--- config.mk ---
export PLATFORM = sky130hd
export DESIGN_NAME = serial_frame_tx
export DESIGN_NICKNAME = d
export VERILOG_FILES = /design/src/rtl/serial_frame_tx.sv
export SDC_FILE = /design/constraint.sdc
export NUM_CORES = 1
export LEC_CHECK = 0
export BUFFER_PORTS_ARGS = -buffer_cell sky130_fd_sc_hd__buf_4
export CORE_ASPECT_RATIO = 0.6
export CORE_MARGIN = 1
export CORE_UTILIZATION = 31
export CTS_CLUSTER_SIZE = 10
export DETAILED_ROUTE_END_ITERATION = 10
export GPL_ROUTABILITY_DRIVEN = 0
export PLACE_DENSITY = 0.54
export REMOVE_ABC_BUFFERS = 1
export SLEW_MARGIN = 20
export SYNTH_ARGS = -nofsm -noshare
export SYNTH_HDL_FRONTEND = slang
export SYNTH_SLANG_ARGS = --single-unit
--- constraint.sdc ---
create_clock -name clk -period 2 [get_ports clk]
set_input_delay 0.2 -clock clk [delete_from_list [all_inputs] [get_ports clk]]
set_output_delay 0.2 -clock clk [all_outputs]
set_load 0.005 [all_outputs]
--- src/rtl/serial_frame_tx.sv ---
// serial_frame_tx: parallel-in, serial-out frame transmitter.
// Frame layout is start bit (0), DATA_W data bits LSB-first, an optional
// parity bit, and a stop bit (1). Each bit is held for CLKS_PER_BIT clocks.
// The serial line is driven from a flop so it never glitches with tx_data.
module serial_frame_tx #(
    parameter int DATA_W       = 8,
    parameter int CLKS_PER_BIT = 4,
    parameter int PARITY_EN    = 1,
    parameter int ODD_PARITY   = 0
) (
    input  logic              clk,
    input  logic              rst,
    input  logic [DATA_W-1:0] tx_data,
    input  logic              tx_valid,
    output logic              tx_ready,
    output logic              tx_out,
    output logic              busy,
    output logic              done
);

    localparam int CNT_W = (CLKS_PER_BIT > 1) ? $clog2(CLKS_PER_BIT) : 1;
    localparam int IDX_W = (DATA_W > 1) ? $clog2(DATA_W) : 1;

    localparam logic [CNT_W-1:0] CNT_LAST = CNT_W'(CLKS_PER_BIT - 1);
    localparam logic [IDX_W-1:0] IDX_LAST = IDX_W'(DATA_W - 1);

    localparam logic [2:0] IDLE   = 3'd0;
    localparam logic [2:0] START  = 3'd1;
    localparam logic [2:0] DATA   = 3'd2;
    localparam logic [2:0] PARITY = 3'd3;
    localparam logic [2:0] STOP   = 3'd4;

    localparam logic PAR_ON  = (PARITY_EN != 0);
    localparam logic PAR_INV = (ODD_PARITY != 0);

    logic [2:0]        state;
    logic [CNT_W-1:0]  cnt;
    logic [IDX_W-1:0]  bit_idx;
    logic [DATA_W-1:0] shift_reg;
    logic [DATA_W-1:0] shift_next;
    logic              parity_bit;
    logic              bit_end;

    // Handshake and status flags decode straight from the state register.
    assign tx_ready = (state == IDLE);
    assign busy     = (state != IDLE);

    // End of the current bit period; with CLKS_PER_BIT=1 this is always true.
    assign bit_end    = (cnt == CNT_LAST);
    assign shift_next = shift_reg >> 1;

    // Frame sequencer: tx_out is loaded with the value of the state being
    // entered, so the line changes exactly on the state transition edge.
    always_ff @(posedge clk or negedge rst) begin
        if (!rst) begin
            state      <= IDLE;
            cnt        <= '0;
            bit_idx    <= '0;
            shift_reg  <= '0;
            parity_bit <= 1'b0;
            tx_out     <= 1'b1;
            done       <= 1'b0;
        end else begin
            done <= 1'b0;
            if (state == IDLE) begin
                cnt <= '0;
            end else if (bit_end) begin
                cnt <= '0;
            end else begin
                cnt <= cnt + 1'b1;
            end

            case (state)
                IDLE: begin
                    if (tx_valid) begin
                        shift_reg  <= tx_data;
                        parity_bit <= (^tx_data) ^ PAR_INV;
                        bit_idx    <= '0;
                        tx_out     <= 1'b0;
                        state      <= START;
                    end
                end
                START: begin
                    if (bit_end) begin
                        bit_idx <= '0;
                        tx_out  <= shift_reg[0];
                        state   <= DATA;
                    end
                end
                DATA: begin
                    if (bit_end) begin
                        if (bit_idx == IDX_LAST) begin
                            if (PAR_ON) begin
                                tx_out <= parity_bit;
                                state  <= PARITY;
                            end else begin
                                tx_out <= 1'b1;
                                state  <= STOP;
                            end
                        end else begin
                            bit_idx   <= bit_idx + 1'b1;
                            shift_reg <= shift_next;
                            tx_out    <= shift_next[0];
                        end
                    end
                end
                PARITY: begin
                    if (bit_end) begin
                        tx_out <= 1'b1;
                        state  <= STOP;
                    end
                end
                STOP: begin
                    if (bit_end) begin
                        tx_out <= 1'b1;
                        done   <= 1'b1;
                        state  <= IDLE;
                    end
                end
                default: begin
                    tx_out <= 1'b1;
                    state  <= IDLE;
                end
            endcase
        end
    end

endmodule

==> results.ini, run 1 <==
[yosys]
syn_area_sq_um = 1070
ys.flop_type = dfrtp_1
netlist-cell-type-count = 32
synthesis.instances = 103
post_synth_main_area_contributors = dfrtp_1 42%, mux2i_1 10%, ha_1 5.9%
synth_top_area_cell = dfrtp_1
synth_largest_type_area_fraction_pct = 42.2
yosysWarnings = 0
synth_edf_count = 0
yosys_register_bits = 19
syn_area_per_cell_sq_um = 10.4
async_flop_share_pct = 100
synth-seq-area-share_pct = 44.6

[worst_setup_path]
worst_r2r_endpoint = bit_idx[0]$_DFFE_PN0P_
worst_r2r_startpoint = bit_idx[0]$_DFFE_PN0P_
critPathMostFrequentCell = ha_1
crit_path_end_kind = register
reg2reg_slack_ns = 0.24
worst_setup_endpoint = bit_idx[0]$_DFFE_PN0P_
slowest_stage = dfrtp_1
arrival_ns = 1.90
path_cells = ha_1 > ha_1 > o32a_2 > nor2_2 > mux2_4
critical-path-max-stage-delay_ns = 0.41
r2r.worst_path.cells = 5
criticalPathCategory = reg2reg
startpoint_type = register
critical_path.startpoint = bit_idx[0]$_DFFE_PN0P_
critical_path_peak_fanout = 5
worst-endpoint-required_ns = 2.14

[die]
placeableCoreArea_sq_um = 3260
dieWidth_microns = 77.8
initial_utilization_pct = 32.7
floorplan.io_pins = 15
rows = 16
die_area_sq_um = 3690
dieHeight_microns = 47.5

[clock_network]
htreeDepth = 1
clock_tree_from_tritoncts = yes
post_cts_resized = 0
worstSkewPairLatency_ns = 0.26
cts-root-buf = clkbuf_8
cts_max_path_buffers = 2
cts_setup_buffers = 0
cts_sinks = 19
clock_transition_at_path_regs_ns = 0.07
numCtsBuffers = 3

[min_path]
whs_path_depth = 2
hold_start = tx_valid
hold_path_class = in2reg

[final_layout]
diodes = 0
post_route_cells_drive_above_1_share_pct = 24.4
largest_reg_flops = 8
num-nets-final = 136
syn_to_final_growth_pct = 18.4

[detailed_routing]
drcViolationCount = 0
count_of_nets_left_with_antenna_violations_after_detail_routing = 0
route.detailed.vias_per_inst = 4.68
drt-total-wl_microns = 1900
vias = 767
wl_per_cell_microns = 11.6
1st_pass_router_iterations = 4
drt_first_iter_violations = 50

[grt]
globalRouteTotalUtil_pct = 11.8
grt_remaining_overflow = 0
grt_pass1_wl_microns = 3140
grt_max_degree = 20
antenna_violations_before_repair = 0
via_count_of_the_first_global_routing_pass = 649

[timing]
final_setup_tns_ns = 0
finalHoldViolCount = 0
slew_headroom_pct = 69.4
postLayoutSetupSlackWorst_ns = 0.239
slew_viol_final = 0
slew_at_the_pin_closest_to_its_max_slew_limit_ns = 0.459
setup_repair_after_global_routing_missed_its_margin = no
layout_worst_path_cycle_share_pct = 88.1
timing.clock.skew_ns = 0.00461
final_period_demand_of_the_worst_path_ns = 1.76
setup_viol_count_final = 0
fmax_mhz = 568

[pwr]
total_leakage_power_nw = 0.613
max-vdd-ir-drop_v = 0.000322
design_power_total_w = 0.00165
power_per_cell_area_nw_per_um2 = 1300

[outcome]
status = finished clean

[job]
cap_violations = 0

[placement]
place.detailed.hpwl_microns = 1480
io_buffers = 14
place_ws_ns = 0.241

-- layout by cell type, fill, tap and decap left out, drive strengths merged, types with 2 or more instances in the layout --
cell type	Yosys	routed
ha	5	5
o21ai	14	14
dfrtp	18	18
nor2b	2	2
buf	5	16
mux2	3	3
o31ai	2	2
xnor2	7	7
nor3	2	2
mux2i	11	11
a31oi	2	2
nand2	14	14
nor2	7	7
clkbuf	0	3
-- cell type report --
type	count	area [sq um]
Clock buffer	3	41.3
Clock inverter	1	5.00
Fill cell	327	2000
Inverter	1	3.75
Multi-Input combinational cell	78	552
Sequential cell	19	477
Tap cell	45	56.3
Timing Repair Buffer	17	130
-- stage by stage --
| step | cell area [sq um] | cells | hold slack (ns) | utilization [%] |
|---|---|---|---|---|
| 2_1_floorplan | 1030 | 98 | -0.0956 | - |
| 3_3_place_gp | 1210 | 159 | 0.0900 | 37.0 |
| 3_5_place_dp | 1210 | 159 | 0.0905 | 37.0 |
| 4_1_cts | 1260 | 164 | 0.139 | 38.8 |
| 5_1_grt | 1260 | 164 | 0.143 | 38.8 |
| 6_report | 1260 | 164 | 0.142 | 38.8 |
-- synthesized netlist by cell type (2+ instances only) --
library cell / n
nor2_1: 6
mux2i_1: 11
nand2_1: 13
o21ai_0: 9
o31ai_1: 2
xnor2_1: 7
o21ai_1: 4
nor2b_1: 2
buf_4: 2
a31oi_1: 2
ha_1: 5
mux2_2: 2
buf_2: 2
dfrtp_1: 18
-- routing by layer --
| metal | up-vias | track usage [%] | part of all wire (%) |
|---|---|---|---|
| met5 | - | 0 | 0 |
| met3 | 2 | 3.43 | 3.5 |
| met1 | 366 | 16.3 | 50 |
| li1 | 386 | - | - |
| met4 | 0 | 4.53 | 1.5 |
| met2 | 13 | 17.7 | 45 |
-- power breakdown --
| group | internal (W) | switching, W |
|---|---|---|
| logic | 0.000353 | 0.000331 |
| registers | 0.000548 | 0.000147 |
| clock network | 0.000139 | 0.000132 |
-- critical path: cells and delay by family (launching register included) --
kind / cells / cell delay (ns)
AOI/OAI and AO/OA: 1 / 0.41
adders and majority gates: 2 / 0.41
DFF: 1 / 0.41
muxes: 1 / 0.30
and+or+nand+nor: 1 / 0.11
-- cells by family after synthesis --
group                    count (synthesis)  synth area share, %
buffers and inverters                    6                 3.75
XOR/XNOR                                 8                 6.56
AND/OR/NAND/NOR                         30                 13.7
AO/OA/AOI/OAI                           21                 11.7
multiplexers                            14                 13.8
flip-flops                              19                 44.6
adder cells (fa/ha/maj)                  5                 5.85
-- repair_timing --
item | 4_1_cts | 5_1_grt
setup endpoints to repair | 0 | 0
hold endpoints to repair | 18 | 0
hold buffers | 1 | 0
-- worst min path at each step --
stage,endpoint,slack (ns)
floorplan,bit_idx[0]$_DFFE_PN0P_,-0.1
global placement,shift_reg[7]$_DFFE_PN0P_,0.09
detailed placement,shift_reg[6]$_DFFE_PN0P_,0.09
CTS,parity_bit$_DFFE_PN0P_,0.14
global route,parity_bit$_DFFE_PN0P_,0.14
finish,parity_bit$_DFFE_PN0P_,0.14
(Power assumes the default switching activity.)
==> inputs of run 2 (changes only) <==
--- a/config.mk
+++ b/config.mk
@@ -14,4 +14,5 @@
 export GPL_ROUTABILITY_DRIVEN = 0
 export PLACE_DENSITY = 0.54
+export RECOVER_POWER = 50
 export REMOVE_ABC_BUFFERS = 1
 export SLEW_MARGIN = 20
@@ -19,2 +20,3 @@
 export SYNTH_HDL_FRONTEND = slang
 export SYNTH_SLANG_ARGS = --single-unit
+export TNS_END_PERCENT = 30
==> constraint.sdc (replaced) <==
create_clock -name clk -period 2 [get_ports clk]
set_input_delay 0.3 -clock clk [delete_from_list [all_inputs] [get_ports clk]]
set_output_delay 0.3 -clock clk [all_outputs]
set_load 0.005 [all_outputs]
==> results.ini, run 2 (same netlist as run 1, synthesis figures left out) <==
[die]
dieHeight_microns = 47.5
placeableCoreArea_sq_um = 3260
rows = 16
floorplan.io_pins = 15
die_area_sq_um = 3690
initial_utilization_pct = 32.7
dieWidth_microns = 77.8

[worst_setup_path]
reg2reg_slack_ns = 0.24
critical-path-max-stage-delay_ns = 0.48
worst-endpoint-required_ns = 1.70
path_cells = buf_4 > nor3_2 > inv_1 > buf_4
critical_path_peak_fanout = 7
cp_num_buf_inv = 3
arrival_ns = 1.48
slowest_stage = dfrtp_1
critPathMostFrequentCell = buf_4
startpoint_type = register
worst_r2r_endpoint = bit_idx[0]$_DFFE_PN0P_
crit_path_end_kind = output port
r2r.worst_path.cells = 5
cp_top_family = flip-flops
criticalPathCategory = reg2out
worst_r2r_startpoint = bit_idx[0]$_DFFE_PN0P_

[grt]
via_count_of_the_first_global_routing_pass = 649
grt_pass1_wl_microns = 3140
grt_max_degree = 20
antenna_violations_before_repair = 0
grt_remaining_overflow = 0
globalRouteTotalUtil_pct = 11.8

[min_path]
timing.hold.worst_endpoint = parity_bit$_DFFE_PN0P_
hold_start = tx_valid
whs_path_depth = 2
hold_path_class = in2reg

[timing]
timing.clock.skew_ns = 0.00461
fmax_mhz = 561
slew_viol_final = 0
finalHoldWorstSlack_ns = 0.242
setup_viol_count_final = 0
slew_headroom_pct = 31.3
setup_repair_after_global_routing_missed_its_margin = no
finalHoldViolCount = 0
layout_worst_path_cycle_share_pct = 89.2
final_setup_tns_ns = 0
final_period_demand_of_the_worst_path_ns = 1.78
slew_at_the_pin_closest_to_its_max_slew_limit_ns = 1.03

[detailed_routing]
wl_per_cell_microns = 11.6
drt-total-wl_microns = 1900
count_of_nets_left_with_antenna_violations_after_detail_routing = 0
vias = 763
drt_first_iter_violations = 50
route.detailed.vias_per_inst = 4.65
drcViolationCount = 0
1st_pass_router_iterations = 4

[clock_network]
clock_transition_at_path_regs_ns = 0.07
worstSkewPairLatency_ns = 0.26
cts_sinks = 19
numCtsBuffers = 3
clock_tree_from_tritoncts = yes
cts-root-buf = clkbuf_8
htreeDepth = 1
cts_max_path_buffers = 2

[outcome]
status = finished clean

[final_layout]
post_route_cells_drive_above_1_share_pct = 23.5
diodes = 0
n_fill_cell = 329
num-nets-final = 136
final_common_cell = dfrtp_1
largest_reg_flops = 8
mostFrequentLayoutCells = 18 x dfrtp_1, 14 x buf_4, 13 x nand2_1, 11 x mux2i_1, 9 x o21ai_0
syn_to_final_growth_pct = 18.0

[pwr]
max-vdd-ir-drop_v = 0.000322
total_leakage_power_nw = 0.609
power_per_cell_area_nw_per_um2 = 1310

[placement]
place.detailed.hpwl_microns = 1480
io_buffers = 14

[job]
cap_violations = 0

==> run 2: power by group <==
part           total [W]  switching, W  internal (W)
clock           0.000271      0.000132      0.000139
combinational   0.000683      0.000331      0.000352
sequential      0.000695      0.000148      0.000547
total            0.00165      0.000611       0.00104
==> run 2: area by class of cell <==
type	count	area (sq um)	share of cell area [%]
Inverter	1	3.75	0.298
Multi-Input combinational cell	78	552	43.7
Timing Repair Buffer	17	126	10.0
Sequential cell	19	477	37.8
Clock buffer	3	41.3	3.27
Tap cell	45	56.3	4.46
Clock inverter	1	5.00	0.397
==> run 2: stage by stage <==
step	utilization (%)	worst slack [ns]	std cells	total power [W]	instance area (sq um)
2_1_floorplan	-	0.318	98	0.00117	1030
3_3_place_gp	37.0	0.277	159	0.00138	1210
3_5_place_dp	37.0	0.241	159	0.00140	1210
4_1_cts	38.8	0.194	164	0.00167	1260
5_1_grt	38.7	0.122	164	0.00180	1260
6_report	38.7	0.216	164	0.00165	1260
==> run 2: per-layer routing <==
layer  share of wire [%]  GRT usage, %
met5                   0             0
met4                 1.5          4.53
met3                 2.9          3.43
met2                  45          17.7
met1                  51          16.3
==> run 2: worst reg2reg max path: stages (launching register included) <==
cell	delay [ns]
dfrtp_1	0.41
ha_1	0.22
ha_1	0.19
o32a_2	0.41
nor2_2	0.11
mux2_4	0.30
==> run 2: how the worst max path moves through the flow <==
stage / slack [ns] / start / end / cells past startpoint
after floorplan: 0.32 / bit_idx[0]$_DFFE_PN0P_ / bit_idx[0]$_DFFE_PN0P_ / 5
after global placement: 0.28 / bit_idx[0]$_DFFE_PN0P_ / bit_idx[0]$_DFFE_PN0P_ / 5
after detailed placement: 0.24 / bit_idx[0]$_DFFE_PN0P_ / bit_idx[0]$_DFFE_PN0P_ / 5
after CTS: 0.19 / state[1]$_DFFE_PN0P_ / busy / 4
after global routing: 0.12 / state[1]$_DFFE_PN0P_ / busy / 4
final: 0.22 / state[1]$_DFFE_PN0P_ / busy / 4
==> run 2: repair_timing <==
item | in CTS | in global routing
resized for setup | 0 | 0
hold endpoints to repair | 18 | 0
buffers inserted | 0 | 0
hold buffers | 1 | 0
==> inputs of run 3 (changes only) <==
- CORE_ASPECT_RATIO: 0.6 -> 0.9
- CTS_CLUSTER_DIAMETER: not set -> 60
==> results.ini, run 3 (same netlist as run 1, synthesis figures left out) <==
[detailed_routing]
1st_pass_router_iterations = 3
route.detailed.vias_per_inst = 4.64
vias = 743
wl_per_cell_microns = 12.2
wl_met2_microns = 908
drcViolationCount = 0
met3RoutedLength_microns = 83
met1Wirelength_microns = 950
topRoutingLayerUsed = met4
drt-total-wl_microns = 1950
count_of_nets_left_with_antenna_violations_after_detail_routing = 0
drt_first_iter_violations = 40

[placement]
io_buffers = 14
place.detailed.hpwl_microns = 1440
place_ws_ns = 0.242

[worst_setup_path]
arrival_ns = 1.46
worst-endpoint-required_ns = 1.70
startpoint_type = register
critical_path_peak_fanout = 14
criticalPathCategory = reg2out
crit_path_end_kind = output port

[clock_network]
clock_tree_from_tritoncts = yes
cts_sinks = 19
numCtsBuffers = 3
worstSkewPairLatency_ns = 0.25
clock_transition_at_path_regs_ns = 0.07
cts_max_path_buffers = 2
cts_setup_buffers = 0
cts-root-buf = clkbuf_8
htreeDepth = 1

[timing]
slew_at_the_pin_closest_to_its_max_slew_limit_ns = 1.07
finalHoldViolCount = 0
final_setup_tns_ns = 0
final_period_demand_of_the_worst_path_ns = 1.76
postLayoutSetupSlackWorst_ns = 0.235
slew_headroom_pct = 28.9
fmax_mhz = 567
timing.clock.skew_ns = 0.00155
setup_viol_count_final = 0
layout_worst_path_cycle_share_pct = 88.2
slew_viol_final = 0
setup_repair_after_global_routing_missed_its_margin = no

[pwr]
power_per_cell_area_nw_per_um2 = 1310
total_leakage_power_nw = 0.601
max-vdd-ir-drop_v = 0.000573

[final_layout]
register_area_sq_um = 477
area_of_the_multi_input_gates_sq_um = 552
largest_reg_flops = 8
diodes = 0
post_route_cells_drive_above_1_share_pct = 22.0
mostFrequentLayoutCells = 18 x dfrtp_1, 13 x nand2_1, 13 x buf_4, 11 x mux2i_1, 9 x o21ai_0
final_common_cell = dfrtp_1
num-nets-final = 135
syn_to_final_growth_pct = 16.9
n_fill_cell = 323

[min_path]
hold_path_class = in2reg

[grt]
via_count_of_the_first_global_routing_pass = 774
globalRouteTotalUtil_pct = 12.5
grt_max_degree = 20
antenna_violations_before_repair = 0
grt_pass1_wl_microns = 3520
grt_remaining_overflow = 0

[die]
rows = 19
dieWidth_microns = 63.9
dieHeight_microns = 57.7
initial_utilization_pct = 33.8
floorplan.io_pins = 15
die_area_sq_um = 3690
placeableCoreArea_sq_um = 3160

[outcome]
status = finished clean

[job]
cap_violations = 0

## run 3: where the power goes
group	switching, W	leakage [nW]	total [W]	internal [W]
Sequential	0.000163	0.239	0.000710	0.000547
Combinational	0.000319	0.340	0.000660	0.000341
Clock	0.000125	0.0228	0.000266	0.000142
Total	0.000606	0.601	0.00164	0.00103
## run 3: path summary, 6_finish.rpt
| path | start | to | slack (ns) | cells after the start |
|---|---|---|---|---|
| setup / recovery | state[2]$_DFFE_PN0P_ | busy | 0.24 | 3 |
| hold / removal | tx_valid | parity_bit$_DFFE_PN0P_ | 0.26 | 2 |
| setup reg to reg | bit_idx[0]$_DFFE_PN0P_ | bit_idx[0]$_DFFE_PN0P_ | 0.24 | 5 |
| hold reg to reg | cnt[0]$_DFF_PN0_ | cnt[0]$_DFF_PN0_ | 0.48 | 1 |
| max in group asynchronous | rst | shift_reg[5]$_DFFE_PN0P_ | 0.61 | 2 |
| min in group asynchronous | rst | state[0]$_DFFE_PN0P_ | 0.76 | 2 |
## run 3: critical path: stages, from the launching register on
cell     delay [ns]
dfrtp_1        0.54
nor3_2         0.45
inv_1          0.08
buf_4          0.14
## run 3: cell type report
type | instances | area share, %
well taps | 42 | 4.21
clock buffers | 4 | 3.61
inverters | 1 | 0.301
multi-input cells | 78 | 44.2
flip-flops and latches | 19 | 38.2
repair buffers | 16 | 9.52
## run 3: repair_timing
item / in CTS / in global routing
endpoints found under the hold margin: 18 / 0
resized for setup: 0 / 0
hold buffers: 1 / 0
## run 3: stage by stage
stage	area (sq um)	power (W)	cells	utilization, %	hold slack, ns
floorplan	1030	0.00117	98	-	0.00441
global placement	1200	0.00137	155	37.9	0.191
detailed placement	1200	0.00139	155	37.9	0.194
CTS	1250	0.00168	160	39.6	0.251
global route	1250	0.00180	160	39.5	0.259
finish	1250	0.00164	160	39.5	0.260
## run 3: routing by layer
layer | global-route usage, % | vias up
li1 | - | 388
met1 | 16.7 | 337
met2 | 20.1 | 16
met3 | 4.13 | 2
met4 | 1.95 | 0
met5 | 0 | -
